$ cat src/rtl/seq_chunk_adder_pkg.sv
// Shared types and helpers for the chunked sequential adder.
// Holds the controller state encoding and the slice-index width rule.
package seq_adder_pkg;

  typedef enum logic {
    IDLE = 1'b0,
    ADD  = 1'b1
  } state_t;

  // Width of the slice index; at least one bit so NCH=1 still has a register.
  function automatic int idx_width(input int nch);
    return (nch > 1) ? $clog2(nch) : 1;
  endfunction

endpackage

$ cat src/rtl/seq_chunk_adder_chunk_add.sv
// CHUNK-bit combinational ripple adder with carry in/out.
// One instance is time-shared across every slice of the wide operands.
module chunk_add #(
  parameter int CHUNK = 2
) (
  input  logic [CHUNK-1:0] x,
  input  logic [CHUNK-1:0] y,
  input  logic             ci,
  output logic [CHUNK-1:0] s,
  output logic             co
);

  logic [CHUNK:0] total;

  assign total   = {1'b0, x} + {1'b0, y} + {{CHUNK{1'b0}}, ci};
  assign {co, s} = total;

endmodule

$ cat src/rtl/seq_chunk_adder.sv
// Multi-cycle adder: WIDTH-bit a+b+cin computed CHUNK bits per clock
// through a registered carry, with start/busy/done handshake.
module seq_chunk_adder
  import seq_adder_pkg::*;
#(
  parameter int WIDTH = 8,
  parameter int CHUNK = 2
) (
  input  logic             clk,
  input  logic             reset,
  input  logic             start,
  input  logic [WIDTH-1:0] a,
  input  logic [WIDTH-1:0] b,
  input  logic             cin,
  output logic             busy,
  output logic             done,
  output logic [WIDTH-1:0] sum,
  output logic             cout,
  output logic             overflow
);

  localparam int NCH = WIDTH / CHUNK;
  localparam int IW  = idx_width(NCH);
  localparam logic [IW-1:0] LAST = IW'(NCH - 1);

  state_t                     state;
  logic [WIDTH-1:0]           a_q;
  logic [WIDTH-1:0]           b_q;
  logic [NCH-1:0][CHUNK-1:0]  psum_q;
  logic                       carry_q;
  logic [IW-1:0]              idx_q;

  // Slice views of the captured operands, selected by the running index.
  logic [NCH-1:0][CHUNK-1:0]  a_sl;
  logic [NCH-1:0][CHUNK-1:0]  b_sl;
  logic [CHUNK-1:0]           x_sl;
  logic [CHUNK-1:0]           y_sl;
  logic [CHUNK-1:0]           s_sl;
  logic                       co_sl;
  logic [NCH-1:0][CHUNK-1:0]  psum_nxt;

  assign a_sl = a_q;
  assign b_sl = b_q;

  // NOTE: every always_comb output gets a full default first, so no path
  // leaves a variable unassigned and no latch is inferred.
  always_comb begin
    x_sl            = a_sl[idx_q];
    y_sl            = b_sl[idx_q];
    psum_nxt        = psum_q;
    psum_nxt[idx_q] = s_sl;
  end

  chunk_add #(.CHUNK(CHUNK)) u_chunk_add (
    .x  (x_sl),
    .y  (y_sl),
    .ci (carry_q),
    .s  (s_sl),
    .co (co_sl)
  );

  // NOTE: state is updated with non-blocking assignments so every register
  // samples pre-edge values regardless of statement order.
  always_ff @(posedge clk) begin
    if (reset) begin
      state    <= IDLE;
      busy     <= 1'b0;
      done     <= 1'b0;
      sum      <= '0;
      cout     <= 1'b0;
      overflow <= 1'b0;
      a_q      <= '0;
      b_q      <= '0;
      psum_q   <= '0;
      carry_q  <= 1'b0;
      idx_q    <= '0;
    end else begin
      done <= 1'b0;
      case (state)
        IDLE: begin
          if (start) begin
            a_q     <= a;
            b_q     <= b;
            carry_q <= cin;
            idx_q   <= '0;
            psum_q  <= '0;
            busy    <= 1'b1;
            state   <= ADD;
          end
        end
        ADD: begin
          psum_q  <= psum_nxt;
          carry_q <= co_sl;
          if (idx_q == LAST) begin
            sum      <= psum_nxt;
            cout     <= co_sl;
            overflow <= (a_q[WIDTH-1] == b_q[WIDTH-1]) &&
                        (psum_nxt[NCH-1][CHUNK-1] != a_q[WIDTH-1]);
            done     <= 1'b1;
            busy     <= 1'b0;
            state    <= IDLE;
          end else begin
            idx_q <= idx_q + 1'b1;
          end
        end
        default: state <= IDLE;
      endcase
    end
  end

endmodule

$ cat config.mk
export PLATFORM = sky130hd
export DESIGN_NAME = seq_chunk_adder
export DESIGN_NICKNAME = d
export VERILOG_FILES = /design/src/rtl/seq_chunk_adder_pkg.sv /design/src/rtl/seq_chunk_adder_chunk_add.sv /design/src/rtl/seq_chunk_adder.sv
export SDC_FILE = /design/constraint.sdc
export NUM_CORES = 1
export LEC_CHECK = 0
export CAP_MARGIN = 40
export CORE_MARGIN = 2
export CORE_UTILIZATION = 55
export CTS_BUF_LIST = sky130_fd_sc_hd__clkbuf_16
export DETAILED_ROUTE_END_ITERATION = 7
export DONT_BUFFER_PORTS = 1
export GPL_ROUTABILITY_DRIVEN = 0
export GPL_TIMING_DRIVEN = 1
export PLACE_DENSITY = 0.73
export REMOVE_ABC_BUFFERS = 1
export SLEW_MARGIN = 15
export SYNTH_ARGS = -nofsm -noshare
export SYNTH_HDL_FRONTEND = slang
export SYNTH_HIERARCHICAL = 1
export SYNTH_SLANG_ARGS = --single-unit
$ cat constraint.sdc
create_clock -name clk -period 2.42 [get_ports clk]
set_input_delay 0.484 -clock clk [delete_from_list [all_inputs] [get_ports clk]]
set_output_delay 0.484 -clock clk [all_outputs]
set_load 0.05 [all_outputs]
=== Yosys cells after proc, flatten, opt, wreduce, memory -nomap -nowiden ===
Index checks and enable logic that the tools add are counted.

* Add/subtract/negate cells: 3
* Magnitude comparators: 2
* Eq/ne operators: 6
* Mux-type cells: 21
* Bitwise gates (word level): 1
* Reduce and logical (&&, ||, !) cells: 7

{| class="wikitable"
|+ Operators with widths
! cell !! number
|-
| $pmux W8 S2 || 1
|-
| $mux W2 || 5
|-
| $bmux W2 S2 || 2
|-
| $bwmux W8 || 1
|-
| $mux W8 || 1
|-
| $reduce_and A2 Y1 || 4
|-
| $mux W1 || 6
|-
| $pmux W1 S2 || 3
|-
| $demux W2 S2 || 1
|-
| $ne A2 B2 Y1 const B || 2
|-
| $pmux W2 S2 || 1
|-
| $add A2 B2 Y3 || 1
|-
| $add A3 B1 Y3 || 1
|-
| $lt A2 B3 Y1 const B || 1
|-
| $add A2 B1 Y2 const B || 1
|-
| $eq A2 B2 Y1 const B || 1
|-
| $ge A2 B1 Y1 const B || 1
|-
| $logic_and A1 B1 Y1 || 2
|-
| $ne A2 B1 Y1 const B || 1
|-
| $reduce_or A2 Y1 || 1
|-
| $eq A1 B1 Y1 || 1
|-
| $ne A1 B1 Y1 || 1
|-
| $not A1 Y1 || 1
|}

* Bits in registers: 40
* Output and inout bits: 12
* Logic and storage cells: 54

=== Logic depth before layout (Yosys ltp) ===
Gate-level depths: netlist (run 1).

* Depth after elaboration: 7
* Gate-level depth with buffers: 9
* Mapped depth without buffers: 8

=== Modules after synthesis ===
Netlist (run 1), hierarchy kept.

{| class="wikitable"
|+ By module, submodules not included
! module !! times used !! cells an instance !! area each (um^2)
|-
| seq_chunk_adder || 1 || 180 || 1645.3
|-
| chunk_add || 1 || 10 || 70.1
|}

=== Worst setup path after synthesis (run 1) ===
No wires, ideal clock.

* Path type: flip-flop to flip-flop
* Start: reg idx_q[0]
* End: reg overflow
* Setup time: 0.088 ns
* Arrival time: 2.529 ns
* Slack: -0.197 ns
* Cell stages (with the launch flop): 10
* Cells stage by stage: dfxtp_1 > buf_2 > mux4_2 > inv_1 > fa_1 > fa_1 > inv_1 > mux2i_2 > or3_1 > a311oi_2

* Word-level cells in the longest chain between the ends: 7
* Elaborated cells on any way between the ends: 16

{| class="wikitable"
|+ RTL lines
! what !! line !! RTL
|-
| start: declaration || seq_chunk_adder.sv:31 || <nowiki>logic [IW-1:0] idx_q;</nowiki>
|-
| start signal: assignment || seq_chunk_adder.sv:103 || <nowiki>idx_q <= idx_q + 1'b1;</nowiki>
|-
| $bmux W2 S2 || seq_chunk_adder.sv:49 || <nowiki>y_sl = b_sl[idx_q];</nowiki>
|-
| $mux W2 (not written as such) || seq_chunk_adder.sv:49 ||
|-
| named net y_sl[0] || seq_chunk_adder.sv:37 || <nowiki>logic [CHUNK-1:0] y_sl;</nowiki>
|-
| $add A2 B2 Y3 || seq_chunk_adder_chunk_add.sv:15 || <nowiki>assign total = {1'b0, x} + {1'b0, y} + {{CHUNK{1'b0}}, ci};</nowiki>
|-
| $add A3 B1 Y3 || seq_chunk_adder_chunk_add.sv:15 ||
|-
| named net s_sl[1] || seq_chunk_adder.sv:38 || <nowiki>logic [CHUNK-1:0] s_sl;</nowiki>
|-
| $bwmux W8 || seq_chunk_adder.sv:51 || <nowiki>psum_nxt[idx_q] = s_sl;</nowiki>
|-
| $ne A1 B1 Y1 || seq_chunk_adder.sv:98 || <nowiki>(psum_nxt[NCH-1][CHUNK-1] != a_q[WIDTH-1]);</nowiki>
|-
| $logic_and A1 B1 Y1 || seq_chunk_adder.sv:97 || <nowiki>overflow <= (a_q[WIDTH-1] == b_q[WIDTH-1]) &&</nowiki>
|-
| end signal: assignment || seq_chunk_adder.sv:97 ||
|-
| end: declaration || seq_chunk_adder.sv:19 || <nowiki>output logic overflow</nowiki>
|}

The timed path passes the listed nets, and every way through them passes these cells. The select of a mux whose other input is x is not followed.
A chain may end at the register's enable or synchronous reset.

=== Worst setup path in the final report (run 1) ===
Ends and elaborated chain as after synthesis.

==> flow_metrics.tcl, run 1 <==
set metrics [dict create \
    syn_area_per_cell_um2 9.03 \
    fin_crit_ns 2.38 \
    cts.htree.levels 2 \
    cap_violations 0 \
    start_util 0.571 \
    tns_ns 0 \
    syn_area_um2 1720 \
    cts_tree "done" \
    fmax_mhz 420 \
    use_met2 0.331 \
    powerDensity_nw_per_um2 754 \
    grt_max_degree 40 \
    arrival_ns 2.57 \
    swShare 0.230 \
    synthCells 190 \
    worstSetupEndpointType "flop" \
    rsz0062_at_grt "true" \
    drtIter0Drc 42 \
    clockBufferDepth 2 \
    cts.sink_count 39 \
    grt.overflow.total 0 \
    placed_area_um2 1740 \
    maxSlewHeadroom 0.547 \
    top_usage_layer "met2" \
    status "complete, no violations" \
    p_leak_nw 0.693 \
    area_growth_pct 9.70 \
    cts_setup_buffers 0 \
    viasPerCell 5.79 \
    p_seq_frac 0.491 \
    p_sw_uw 326 \
    start_kind "flop" \
    place_hpwl_um 2240 \
    groute.usage.overall 0.201 \
    final_util 0.627 \
    drtAntennaViolNets 0 \
    die_h_um 59.8 \
    ys_seq_area_frac 0.455 \
    hold_viol 0 \
    vias 1286 \
    path_clk_slew_ns 0.05 \
    yosys_most_used_dff "dfxtp_1" \
    worst_hold_slack_ns 0.270 \
    clock_latency_ns 0.27 \
    grt_pass1_vias 1201 \
    period_share 0.985 \
    cts_buffers 5 \
    met3_usage 0.0779 \
    hold_class "in -> reg" \
    skew_ns 0.00105 \
    portBuffers 0 \
    use_met1 0.228 \
    ys_warn_count 6 \
    ys_seq_elements 39 \
    layout-drive-gt1-share 0.127 \
    die_x_um 59.8 \
    num_antenna_cells 0 \
    design_area_um2 1880 \
    critical_path_class "reg -> reg" \
    antenna_found_initial 0 \
    grt_pass1_wl_um 5220 \
    cts-root-buf "clkbuf_16" \
    drv_slew 0 \
    peakVddDrop_mv 0.598 \
    synth-async-reset-ratio 0 \
    ios 32 \
    core_area_um2 3000 \
    dr.pass1.iters 4 \
    tightest_slew_ns 0.678 \
    clkPwrFrac 0.414 \
    die_area_um2 3580 \
    row_count 20 \
    routed_wl_um 3210 \
    wl_per_cell_um 14.5 \
    crit_required_ns 2.61 \
    synth_edf_count 0 \
    ys_types 25 \
    setup_viol 0 \
    final_nets 217 \
    combPwrFrac 0.095 \
    p_int_mw 1.09 \
    cp_max_fo 3 \
    drcViolationCount 0 \
]
[timing repair]
action	in CTS	in global routing
pin swaps	0	1
gates resized for setup	5	3
hold buffers	0	0
setup endpoints to repair	1	1
[registers in the layout, indices dropped and copies added (netlist names)]
register,count
overflow,1
state,1
b_q,8
idx_q,2
busy,1
carry_q,1
a_q,8
psum_q,7
sum,8
done,1
cout,1
[through the flow]
stage	power [mW]	std cells	worst slack, ns
after floorplan	0.803	177	-0.198
after CTS	1.43	222	0.00812
after global routing	1.48	222	-0.0398
final	1.42	222	0.0366
after detailed placement	0.840	216	-0.0441
after global placement	0.831	215	0.0392
[worst paths after layout]
kind | start | endpoint | slack [ns] | cells past startpoint
worst max register to register | idx_q[0]$_SDFFE_PP0P_ | overflow$_SDFFE_PP0P_ | 0.04 | 9
worst min-delay path | reset | a_q[2]$_SDFFE_PP0P_ | 0.27 | 1
worst max-delay path | idx_q[0]$_SDFFE_PP0P_ | overflow$_SDFFE_PP0P_ | 0.04 | 9
worst min register to register | b_q[0]$_SDFFE_PP0P_ | b_q[0]$_SDFFE_PP0P_ | 0.45 | 2
[cell families after synthesis]
kind of cell    after synthesis  synth area share
simple gates                 69             0.166
flops                        39             0.455
compound gates               36             0.134
buf+inv                      23            0.0598
mux                          16             0.125
fa+ha+maj                     7            0.0598
[critical path: stages (launching register included)]
cell and delay, ns:
dfxtp_4 0.36, mux4_2 0.34, inv_2 0.04, fa_2 0.38
fa_1 0.50, inv_2 0.05, mux2i_2 0.16, buf_4 0.15
nand3_2 0.07, a311oi_2 0.26
[power groups by stage]
stage                     logic (mW)  clock network, mW  registers, mW
after floorplan               0.0962                  0          0.707
after global placement         0.123                  0          0.708
after detailed placement       0.131                  0          0.710
after CTS                      0.135              0.598          0.697
after global routing           0.151              0.633          0.700
final                          0.135              0.587          0.697
[metal layers]
metal,vias up,share of wire
met3,6,0.055
met5,-,0
met4,0,0.013
li1,642,-
met1,594,0.42
met2,44,0.51
[cell usage in the layout, fill, tap and decap left out, drive strengths merged, types with 2 or more instances in the layout]
cell / instances
nor2: 19
fa: 2
buf: 6
clkbuf: 5
nand2b: 2
nand2: 39
mux2i: 11
inv: 11
a211oi: 7
a32oi: 6
a21oi: 21
mux4: 4
dfxtp: 39
nor3: 3
nor2b: 2
ha: 5
[cells in the mapped netlist, types with 4 or more instances]
cell	instances	share of area
dfxtp_1	39	0.46
inv_1	10	0.022
buf_2	7	0.020
nand2_1	39	0.085
mux2i_1	10	0.058
mux4_2	4	0.053
a32oi_1	6	0.031
clkbuf_1	4	0.0088
a21oi_1	21	0.061
a211oi_1	7	0.031
nor2_1	19	0.042
ha_1	5	0.036
[layout make-up]
class / count / area, um2
Clock buffer: 5 / 125
Clock inverter: 1 / 3.75
Fill cell: 268 / 1120
Inverter: 10 / 37.5
Multi-Input combinational cell: 128 / 845
Sequential cell: 39 / 785
Tap cell: 33 / 41.3
Timing Repair Buffer: 6 / 45.0
Note: power is estimated with default switching activity, not from simulation.
==> run 2: changes to the inputs <==
ABC_AREA = 1   (was unset)
==> run 2 against run 1 <==
- sequential cell count did not move
- sequential power rose by 2%
- hold slack got worse by 0.0022 ns
- first-iteration DRC count fell by 26%
- non-clock buffer count fell by 3
- final cell count rose by 26%
- critical path depth rose by 3
- clock power rose by 2%
- worst setup slack improved by 0.16 ns
- highest routed layer unchanged
==> flow_metrics.tcl, run 2 <==
set metrics [dict create \
    status "complete, no violations" \
    synth-compound-area-share 0.200 \
    p_leak_nw 0.802 \
    fin_crit_ns 2.22 \
    synth_top_area_frac 0.452 \
    final_cell_mix "53 x nor2_1, 39 x dfxtp_1, 38 x o21ai_0" \
    tns_ns 0 \
    area_growth_pct 9.19 \
    path_clk_slew_ns 0.05 \
    cap_violations 0 \
    start_util 0.571 \
    die_area_um2 3610 \
    p_sw_uw 389 \
    maxSlewHeadroom 0.586 \
    clock_latency_ns 0.28 \
    crit_top_cell "inv_1" \
    period_share 0.919 \
    drtIter0Drc 31 \
    synth_edf_count 0 \
    synth_mux_area_frac 0 \
    synth-async-reset-ratio 0 \
    syn_area_per_cell_um2 7.45 \
    final_nets 261 \
    peakVddDrop_mv 0.477 \
    arrival_ns 2.40 \
    start_kind "flop" \
    placed_area_um2 1750 \
    cts.htree.levels 2 \
    largestRegisters "a_q: 8 flops, b_q: 8 flops, sum: 8 flops" \
    place_hpwl_um 2240 \
    skew_ns 0.00345 \
    ios 32 \
    synthCells 232 \
    p_int_mw 1.11 \
    powerDensity_nw_per_um2 796 \
    cts-root-buf "clkbuf_16" \
    timing.rr.start "idx_q[0]$_SDFFE_PP0P_" \
    crit_chain "o21ai_0, o22ai_1, inv_1, fa_1, fa_1, inv_1, inv_1, nand2_1, nand3_1, nand3_1, nand2_1, inv_1" \
    cp_max_fo 6 \
    drcViolationCount 0 \
    clockBufferDepth 2 \
    ys_types 24 \
    cts.sink_count 39 \
    portBuffers 0 \
    fmax_mhz 450 \
    top_usage_layer "met2" \
    yosys_most_used_dff "dfxtp_1" \
    worstSetupEndpointType "flop" \
    drtAntennaViolNets 0 \
    tightest_slew_ns 0.620 \
    use_met1 0.250 \
    r2r-end "overflow$_SDFFE_PP0P_" \
    core_area_um2 3030 \
    cts_tree "done" \
    die_h_um 60.1 \
    critPathCapture "overflow$_SDFFE_PP0P_" \
    rrSetupSlack_ns 0.20 \
    p_seq_frac 0.473 \
    design_area_um2 1890 \
    path_buf_inv 4 \
    slowest_delay_ns 0.49 \
    crit_required_ns 2.60 \
    die_x_um 60.1 \
    grt.overflow.total 0 \
    synth.most_common_cell "nor2_1" \
    layout_commonest_cell "nor2_1" \
    final_util 0.624 \
    combPwrFrac 0.128 \
    ff2ff_path_depth 12 \
    ys_seq_area_frac 0.452 \
    yosys.area.top_type "dfxtp_1" \
    total_power_mw 1.50 \
    viasPerCell 5.08 \
    ys_seq_elements 39 \
    num_antenna_cells 0 \
    ys_warn_count 6 \
    rsz0062_at_grt "false" \
    swShare 0.259 \
    use_met2 0.325 \
    antenna_found_initial 0 \
    critical_path_class "reg -> reg" \
    cp_num_cells 12 \
    crit_path_start "idx_q[0]$_SDFFE_PP0P_" \
    groute.usage.overall 0.199 \
    setup_viol 0 \
    layout-drive-gt1-share 0.0681 \
    crit_slowest_cell "fa_1" \
    drv_slew 0 \
    cts_hold_buf 0 \
    synth_adder_area_share 0.0593 \
    syn_area_um2 1730 \
    hold_class "in -> reg" \
    row_count 20 \
    clkPwrFrac 0.399 \
    ys_top_cells_by_area "dfxtp_1 45%, nor2_1 12%, o21ai_0 11%, nand2_1 6.5%, a21oi_1 4.6%" \
    path_delay_family "adder cells" \
    hold_viol 0 \
    routed_wl_um 3210 \
    wl_per_cell_um 11.5 \
    dr.pass1.iters 4 \
    synth_simple_gate_area_share 0.209 \
    synth_xor_area_frac 0 \
    synth_top_family_by_area "simple AND/OR/NAND/NOR gates" \
    cts_buffers 5 \
    yosys-top-cells-count "53 x nor2_1, 39 x dfxtp_1, 38 x o21ai_0" \
    grt_pass1_vias 1281 \
    grt_max_degree 27 \
    grt_pass1_wl_um 5400 \
    met3_usage 0.0714 \
    vias 1416 \
]
run 2: worst min path at each step:
stage                                 from                      to  depth (start not counted)
finish                               reset  psum_q[7]$_SDFFE_PP0P_                          1
CTS                                  reset     sum[6]$_SDFFE_PP0P_                          1
global placement    psum_q[3]$_SDFFE_PP0P_  psum_q[3]$_SDFFE_PP0P_                          2
detailed placement  psum_q[1]$_SDFFE_PP0P_  psum_q[1]$_SDFFE_PP0P_                          2
floorplan           psum_q[0]$_SDFFE_PP0P_  psum_q[0]$_SDFFE_PP0P_                          2
global route                         reset  psum_q[7]$_SDFFE_PP0P_                          1
run 2: timing repair:
action | CTS | global route
endpoints found under the setup margin | 0 | 3
buffers inserted | 0 | 0
gates resized for setup | 0 | 1
run 2: power by group through the flow:
stage	clock network (mW)	logic, mW	registers (mW)
floorplan	0	0.147	0.720
global placement	0	0.189	0.724
detailed placement	0	0.193	0.725
CTS	0.614	0.195	0.711
global route	0.643	0.227	0.715
finish	0.600	0.192	0.711
run 2: metal layers:
layer,wire (um),part of all wire,vias up
li1,-,-,755
met1,1560,0.48,625
met2,1450,0.45,30
met3,167,0.052,6
met4,36,0.011,0
met5,0,0,-
run 2: logic make-up after synthesis:
kind of cell,after synthesis
AO/OA/AOI/OAI,65
buffers and inverters,30
adder cells (fa/ha/maj),7
flip-flops,39
AND/OR/NAND/NOR,91
run 2: metrics by stage:
| stage | setup slack [ns] | instances | hold WS, ns |
|---|---|---|---|
| 2_1_floorplan | 0.191 | 224 | 0.449 |
| 3_3_place_gp | 0.197 | 271 | 0.459 |
| 3_5_place_dp | 0.152 | 271 | 0.464 |
| 4_1_cts | 0.154 | 279 | 0.264 |
| 5_1_grt | 0.0321 | 279 | 0.260 |
| 6_report | 0.197 | 279 | 0.268 |
run 2: area by class of cell:
| cell class | count | area [um2] |
|---|---|---|
| inverters | 22 | 83.8 |
| multi-input cells | 163 | 810 |
| repair buffers | 3 | 22.5 |
| fillers | 283 | 1140 |
| clock inverters | 3 | 11.3 |
| flip-flops and latches | 39 | 781 |
| clock buffers | 5 | 125 |
| well taps | 44 | 55.1 |
==> run 3: changes to the inputs <==
CTS_BUF_LIST = unset   (was sky130_fd_sc_hd__clkbuf_16)
==> run 3 against run 2 <==
- first-iteration DRC count increased by 16%
- combinational power about the same
- maximum frequency decreased by 0.80%
- hold slack got worse by 0.082 ns
- sequential share of layout area increased by 1.5 points
- clock skew increased by 0.0051 ns
- largest power group unchanged
==> flow_metrics.tcl, run 3 (same netlist as run 2, synthesis figures left out) <==
set metrics [dict create \
    path_clk_slew_ns 0.11 \
    num_antenna_cells 0 \
    cts_tree "done" \
    drv_slew 0 \
    cts_buffers 5 \
    die_h_um 60.1 \
    r2r-end "overflow$_SDFFE_PP0P_" \
    clockBufferDepth 2 \
    p_leak_nw 0.771 \
    cts-root-buf "clkbuf_4" \
    maxSlewHeadroom 0.598 \
    setup_viol 0 \
    hold_class "in -> reg" \
    die_x_um 60.1 \
    row_count 20 \
    clock_latency_ns 0.35 \
    p_int_uw 914 \
    fin_crit_ns 2.24 \
    ios 32 \
    cap_violations 0 \
    hold_path.startpoint "reset" \
    antenna_found_initial 0 \
    worstSetupEndpointType "flop" \
    final_cell_mix "53 x nor2_1, 39 x dfxtp_1, 38 x o21ai_0" \
    fmax_mhz 446 \
    grt.overflow.total 0 \
    grt_pass1_wl_um 5390 \
    layout-drive-gt1-share 0.0766 \
    rsz0062_at_grt "false" \
    critical_path_class "reg -> reg" \
    status "complete, no violations" \
    vias 1425 \
    cp_max_fo 6 \
    groute.usage.overall 0.204 \
    ff2ff_path_depth 12 \
    skew_ns 0.00856 \
    die_area_um2 3610 \
    viasPerCell 5.11 \
    design_area_um2 1820 \
    hold_viol 0 \
    start_kind "flop" \
    final_nets 261 \
    p_sw_uw 363 \
    crit_required_ns 2.68 \
    timing.rr.start "idx_q[0]$_SDFFE_PP0P_" \
    start_util 0.571 \
    largestRegisters "a_q: 8 flops, b_q: 8 flops, sum: 8 flops" \
    tightest_slew_ns 0.602 \
    rrSetupSlack_ns 0.18 \
    clkPwrFrac 0.294 \
    drcViolationCount 0 \
    grt_pass1_vias 1282 \
    peakVddDrop_mv 0.396 \
    cts.sink_count 39 \
    placed_area_um2 1750 \
    p_seq_frac 0.556 \
    cts_setup_buffers 0 \
    wl_per_cell_um 11.5 \
    powerDensity_nw_per_um2 702 \
    layout_commonest_cell "nor2_1" \
    portBuffers 0 \
    arrival_ns 2.50 \
    dr.pass1.iters 4 \
    min_path_cells 1 \
    drtAntennaViolNets 0 \
    area_growth_pct 5.28 \
    period_share 0.926 \
    grt_max_degree 27 \
    core_area_um2 3030 \
    min_to "sum[6]$_SDFFE_PP0P_" \
    place_hpwl_um 2240 \
    combPwrFrac 0.150 \
    drtIter0Drc 36 \
    routed_wl_um 3200 \
    swShare 0.285 \
    cts.htree.levels 2 \
    tns_ns 0 \
]
-- run 3: worst max-delay path: stages (launching register included) --
cell	delay [ns]
dfxtp_1	0.42
o21ai_0	0.12
o22ai_1	0.16
inv_1	0.08
fa_1	0.44
fa_1	0.49
inv_1	0.05
inv_1	0.10
nand2_1	0.07
nand3_1	0.08
nand3_1	0.07
nand2_1	0.06
inv_1	0.03
-- run 3: worst max path at each step --
| stage | startpoint | cells after the start | slack (ns) | endpoint |
|---|---|---|---|---|
| 6_report | idx_q[0]$_SDFFE_PP0P_ | 12 | 0.18 | overflow$_SDFFE_PP0P_ |
| 5_1_grt | idx_q[1]$_SDFFE_PP0P_ | 13 | 0.01 | overflow$_SDFFE_PP0P_ |
| 4_1_cts | idx_q[1]$_SDFFE_PP0P_ | 13 | 0.13 | overflow$_SDFFE_PP0P_ |
| 3_5_place_dp | idx_q[1]$_SDFFE_PP0P_ | 13 | 0.15 | overflow$_SDFFE_PP0P_ |
| 3_3_place_gp | idx_q[1]$_SDFFE_PP0P_ | 13 | 0.20 | overflow$_SDFFE_PP0P_ |
| 2_1_floorplan | idx_q[0]$_SDFFE_PP0P_ | 12 | 0.19 | overflow$_SDFFE_PP0P_ |
-- run 3: metrics by stage --
| step | instances | worst slack (ns) | hold WS, ns | util | power [mW] |
|---|---|---|---|---|---|
| 3_5_place_dp | 271 | 0.152 | 0.464 | 0.579 | 0.918 |
| 3_3_place_gp | 271 | 0.197 | 0.459 | 0.579 | 0.913 |
| 4_1_cts | 279 | 0.127 | 0.170 | 0.601 | 1.29 |
| 5_1_grt | 279 | 0.0109 | 0.158 | 0.601 | 1.35 |
| 6_report | 279 | 0.179 | 0.186 | 0.601 | 1.28 |
| 2_1_floorplan | 224 | 0.191 | 0.449 | - | 0.867 |
-- run 3: area by class of cell --
cell class                      count  area [um2]
Timing Repair Buffer                3        22.5
Inverter                           22        83.8
Sequential cell                    39         781
Tap cell                           44        55.1
Fill cell                         290        1210
Clock buffer                        8        68.8
Multi-Input combinational cell    163         810
-- run 3: power groups by stage --
stage / logic (mW) / registers [mW] / clock network, mW
after CTS: 0.195 / 0.710 / 0.385
after detailed placement: 0.193 / 0.725 / 0
after global routing: 0.226 / 0.715 / 0.413
after floorplan: 0.147 / 0.720 / 0
final: 0.191 / 0.710 / 0.376
after global placement: 0.189 / 0.724 / 0
-- run 3: repair_timing --
item,CTS,global route
hold buffers,0,0
resized for setup,0,1
endpoints found under the setup margin,0,4
-- run 3: layer usage --
metal	track usage	part of all wire	up-vias
li1	-	-	754
met1	0.246	0.48	632
met2	0.323	0.45	34
met3	0.0779	0.056	5
met4	0.0857	0.019	0
met5	0	0	-
